**src/rtl/bram_snapshot_ctrl.sv**
```systemverilog
// Snapshot capture controller: arms, waits for a trigger, then streams valid samples into a BRAM write port.
// Optional macro SNAPSHOT_PRETRIG_EN keeps writing a circular pre-trigger history while armed.
module bram_snapshot_ctrl #(
  parameter int DATA_WIDTH = 64,
  parameter int ADDR_WIDTH = 10
) (
  input  logic                  fpga_clk,
  input  logic                  rst,
  input  logic [DATA_WIDTH-1:0] din,
  input  logic                  din_valid,
  input  logic                  arm,
  input  logic                  trigger,
  input  logic                  abort,
  input  logic [ADDR_WIDTH:0]   capture_len,
  output logic [ADDR_WIDTH-1:0] bram_addr,
  output logic [DATA_WIDTH-1:0] bram_din,
  output logic                  bram_we,
  output logic                  busy,
  output logic                  done,
  output logic [ADDR_WIDTH:0]   wr_count,
  output logic [ADDR_WIDTH-1:0] trig_addr
);

  localparam logic [ADDR_WIDTH:0] DEPTH_C = {1'b1, {ADDR_WIDTH{1'b0}}};
  localparam logic [ADDR_WIDTH:0] ONE_C   = {{ADDR_WIDTH{1'b0}}, 1'b1};

  typedef enum logic [1:0] {S_IDLE, S_ARMED, S_CAPTURE, S_DONE} state_t;

  state_t                  state_q;
  logic [ADDR_WIDTH-1:0]   addr_q;
  logic [ADDR_WIDTH:0]     wr_count_q;
  logic [ADDR_WIDTH:0]     len_q;
  logic                    bram_we_q;
  logic [ADDR_WIDTH-1:0]   bram_addr_q;
  logic [DATA_WIDTH-1:0]   bram_din_q;

  logic [ADDR_WIDTH:0]     len_d;
  logic [ADDR_WIDTH-1:0]   addr_d;
  logic [ADDR_WIDTH:0]     wr_count_d;
  logic                    last_d;

  // Zero and oversize lengths both mean "fill the whole BRAM".
  always_comb begin
    len_d      = capture_len;
    if (capture_len == '0 || capture_len > DEPTH_C) len_d = DEPTH_C;
    addr_d     = addr_q + 1'b1;
    wr_count_d = wr_count_q + ONE_C;
    last_d     = (wr_count_d == len_q);
  end

`ifdef SNAPSHOT_PRETRIG_EN
  logic [ADDR_WIDTH-1:0] trig_addr_q;
`endif

  always_ff @(posedge fpga_clk or posedge rst) begin
    if (rst) begin
      state_q     <= S_IDLE;
      addr_q      <= '0;
      wr_count_q  <= '0;
      len_q       <= DEPTH_C;
      bram_we_q   <= 1'b0;
      bram_addr_q <= '0;
      bram_din_q  <= '0;
`ifdef SNAPSHOT_PRETRIG_EN
      trig_addr_q <= '0;
`endif
    end else begin
      bram_we_q <= 1'b0;
      if (abort) begin
        state_q <= S_IDLE;
      end else begin
        case (state_q)
          S_IDLE, S_DONE: begin
            if (arm) begin
              state_q    <= S_ARMED;
              len_q      <= len_d;
              wr_count_q <= '0;
              addr_q     <= '0;
`ifdef SNAPSHOT_PRETRIG_EN
              trig_addr_q <= '0;
`endif
            end
          end
          S_ARMED: begin
            if (trigger) begin
`ifdef SNAPSHOT_PRETRIG_EN
              trig_addr_q <= addr_q;
`endif
              // The trigger-cycle sample is the first post-trigger sample.
              if (din_valid) begin
                bram_we_q   <= 1'b1;
                bram_addr_q <= addr_q;
                bram_din_q  <= din;
                addr_q      <= addr_d;
                wr_count_q  <= ONE_C;
                state_q     <= (len_q == ONE_C) ? S_DONE : S_CAPTURE;
              end else begin
                wr_count_q  <= '0;
                state_q     <= S_CAPTURE;
              end
            end
`ifdef SNAPSHOT_PRETRIG_EN
            else if (din_valid) begin
              bram_we_q   <= 1'b1;
              bram_addr_q <= addr_q;
              bram_din_q  <= din;
              addr_q      <= addr_d;
              if (wr_count_q != DEPTH_C) wr_count_q <= wr_count_d;
            end
`endif
          end
          S_CAPTURE: begin
            if (din_valid) begin
              bram_we_q   <= 1'b1;
              bram_addr_q <= addr_q;
              bram_din_q  <= din;
              addr_q      <= addr_d;
              wr_count_q  <= wr_count_d;
              if (last_d) state_q <= S_DONE;
            end
          end
        endcase
      end
    end
  end

  assign bram_we   = bram_we_q;
  assign bram_addr = bram_addr_q;
  assign bram_din  = bram_din_q;
  assign wr_count  = wr_count_q;
  assign busy      = (state_q == S_ARMED) || (state_q == S_CAPTURE);
  assign done      = (state_q == S_DONE);
`ifdef SNAPSHOT_PRETRIG_EN
  assign trig_addr = trig_addr_q;
`else
  assign trig_addr = '0;
`endif

endmodule

```
**config.mk**
```make
export PLATFORM = sky130hd
export DESIGN_NAME = bram_snapshot_ctrl
export DESIGN_NICKNAME = d
export VERILOG_FILES = /design/src/rtl/bram_snapshot_ctrl.sv
export SDC_FILE = /design/constraint.sdc
export NUM_CORES = 1
export LEC_CHECK = 0
export BUFFER_PORTS_ARGS = -buffer_cell sky130_fd_sc_hd__buf_2
export CAP_MARGIN = 20
export CORE_ASPECT_RATIO = 0.9
export CORE_MARGIN = 5
export CORE_UTILIZATION = 49
export CTS_BUF_LIST = sky130_fd_sc_hd__clkbuf_16
export CTS_CLUSTER_DIAMETER = 30
export DETAILED_ROUTE_END_ITERATION = 6
export PLACE_DENSITY_LB_ADDON = 0.05
export SLEW_MARGIN = 0
export SYNTH_ARGS = -nofsm -noshare
export SYNTH_HDL_FRONTEND = slang
export SYNTH_SLANG_ARGS = --single-unit
```
**constraint.sdc**
```tcl
create_clock -name fpga_clk -period 4.6 [get_ports fpga_clk]
set_clock_uncertainty 0.15 [all_clocks]
set_input_delay 0.69 -clock fpga_clk [delete_from_list [all_inputs] [get_ports fpga_clk]]
set_output_delay 0.69 -clock fpga_clk [all_outputs]
set_load 0.05 [all_outputs]
```
==> results.yml <==
outcome:
  outcome: "complete, no violations"
timing:
  hold_slack_ns: 0.08958
  drv_slew: 0
  finalSetupViolCount: 0
  finalCriticalPeriod_ns: 2.751
  rsz0062_at_grt: "no"
  finalCritPeriodShare_pct: 59.79
  tns_ns: 0
  worstMarginPinSlew_ns: 0.9662
  hold_violations: 0
  layout_setup_ws_ns: 1.849
  fmax_ghz: 0.3636
  slew-limit-headroom_pct: 35.59
route:
  dr.pass1.iters: 4
  totalWireLength_mm: 10.86
  vias_per_cell: 5.081
  vias: 3445
  drtIter0Drc: 161
  wl_per_cell_um: 16.02
  ant_nets: 0
  drc: 0
critical_path:
  cp.required_ns: 4.67
  cp-end-kind: "flop"
  start_kind: "flop"
  arrival_ns: 2.82
  path_max_fanout: 77
  path_class: "flop to flop"
cts:
  cts_buffer_depth: 2
  cts_sinks: 109
  cts_setup_buffers: 0
  worstSkewPairLatency_ns: 0.33
  cts_hold_buf: 0
  cts.htree.levels: 3
  cts_root_buffer: "clkbuf_16"
  cts_buffers: 9
  path_clk_slew_ns: 0.07
  cts_tree: "done"
  cts_resized: 0
floorplanning:
  initial_core_util_pct: 49.79
  die-area_sq_um: 11850
  core_sq_um: 9614
  die_w_um: 114.2
  die_y_um: 103.8
  rows: 34
  pin_count: 179
power_and_ir_drop:
  power.internal_w: 0.002438
  p_per_area_nw_per_um2: 756.0
  p_clk_share_pct: 18.1
  pwr-share-seq_pct: 33.6
  power.total_w: 0.004572
  power_switching_w: 0.002134
  combPwrFrac_pct: 48.3
  switching_share_pct: 46.68
  p_leak_nw: 3.047
  ir_worst_vdd_v: 0.0004452
logic_synthesis:
  synth_mux_area_share_pct: 17.59
  synth_top_family_by_area: "multiplexers"
  synth_compound_area_share_pct: 6.247
  ys.flop_type: "dfrtp_1"
  synth_simple_gate_area_share_pct: 9.226
  ys_ff_latch: 109
  synth_area_per_cell_sq_um: 12.56
  ys_warn_count: 0
  synthAdderAreaFrac_pct: 1.307
  syn_inst: 381
  ys_types: 42
  synth_edf_count: 0
  ys_seq_area_share_pct: 57.00
  netlist_area_sq_um: 4787
  async_reset_ff_share_pct: 100.0
  synth_xor_area_share_pct: 4.940
cells_and_area:
  final_cell_mix: "buf_2 (168), dfrtp_1 (108), mux2_2 (73), nand2_1 (23), o21ai_0 (22)"
  layout-drive-gt1-share_pct: 48.19
  nNetsFinal: 634
  final_common_cell: "buf_2"
  area_delta_synth_final_pct: 26.32
  final_core_util_pct: 62.90
  antenna_cells: 0
hold_path:
  hp-class: "input port to asynchronous set/reset pin"
global_route:
  grt_max_degree: 82
  grt_overflow: 0
  grt_pass1_vias: 3340
  antenna_found_initial: 0
  grt_use_total_pct: 18.17
  grt_pass1_wl_mm: 17.42
place:
  finalWeightedCongestion: 0.8224
  pre_cts_ws_ns: 1.843
  port_buffers: 168
  dp_hpwl_mm: 8.089
flow_run:
  maxCapViolCount: 0
[registers in the layout (all words and copies together), names as in the netlist]
name	cells
bram_addr	10
len_q	11
state_q	2
bram_we	1
addr_q	10
bram_din	64
wr_count	11
[through the flow]
| stage | cells | instance area, sq um |
|---|---|---|
| 6_report | 678 | 6047 |
| 3_3_place_gp | 662 | 5698 |
| 5_1_grt | 678 | 6047 |
| 4_1_cts | 677 | 6020 |
| 2_1_floorplan | 390 | 4821 |
| 3_5_place_dp | 662 | 5698 |
[final cells by class]
type                       count  area [sq um]
clock buffer                   9         225.2
clock inverter                 6         96.34
fill                         800          3567
inverter                       9         36.28
multi-input combinational    248          1919
sequential                   109          2729
tap                          126         157.7
timing repair buffer         171         883.3
[path summary, 6_finish.rpt]
check	startpoint	end	slack, ns	cells after the start
worst max-delay path	state_q[1]	bram_din[13]	1.85	6
worst min-delay path	rst	bram_din[16]	0.09	2
worst max register to register	state_q[1]	bram_din[13]	1.85	6
worst min register to register	bram_addr[1]	bram_addr[1]	0.34	2
max in group asynchronous	rst	addr_q[6]	3.22	4
min in group fpga_clk	bram_addr[1]	bram_addr[1]	0.34	2
[critical path, stage by stage, from the launching register on]
cell and delay (ns):
dfrtp_1 0.41, inv_1 0.08, ha_1 0.26, nor2b_1 0.36, nand3b_1 0.16, buf_4 0.71
mux2_2 0.42
[logic make-up after synthesis]
| logic type | Yosys count |
|---|---|
| other | 1 |
| AOI/OAI and AO/OA | 45 |
| adders and majority gates | 5 |
| buffers and inverters | 33 |
| DFF | 109 |
| and+or+nand+nor | 86 |
| muxes | 75 |
| xor gates and xnor gates | 27 |
[power groups by stage]
stage / Sequential (W) / Clock (W) / Combinational, W
global route: 0.00159 / 0.000886 / 0.00232
global placement: 0.00155 / 0 / 0.00219
finish: 0.00154 / 0.000829 / 0.00221
CTS: 0.00154 / 0.000852 / 0.00223
detailed placement: 0.00156 / 0 / 0.00222
floorplan: 0.00260 / 0 / 0.000656
[cells in the mapped netlist (2+ instances only)]
cell      number  area share (%)
dfrtp_1      108              56
mux2_2        73              17
nand2_1       23             1.8
o21ai_0       22             2.3
nor2_1        16             1.3
xor2_1        15             2.7
xnor2_1       12             2.2
buf_4         10             1.6
nand2b_1       9             1.2
nand3_1        9            0.94
buf_2          8            0.84
inv_1          8            0.63
and3_1         7            0.91
clkbuf_1       5            0.39
ha_1           5             1.3
a21oi_1        4            0.42
nor3_1         4            0.42
nor4_1         4            0.52
o31ai_1        4            0.63
a22o_1         3            0.55
a31oi_1        3            0.39
nand4_1        3            0.39
nor2b_1        3            0.39
and4_1         2            0.37
mux2i_1        2            0.42
o211ai_1       2            0.31
o41ai_1        2            0.37
[metal layers]
metal	vias to the layer above	track usage, %	wire (um)	share of wire (%)
li1	1658	-	-	-
met1	1653	25.76	5019	46
met2	124	28.51	4924	45
met3	10	3.440	781	7.2
met4	0	5.174	138	1.3
met5	-	0	0	0
Note: power is estimated with default switching activity, not from simulation.
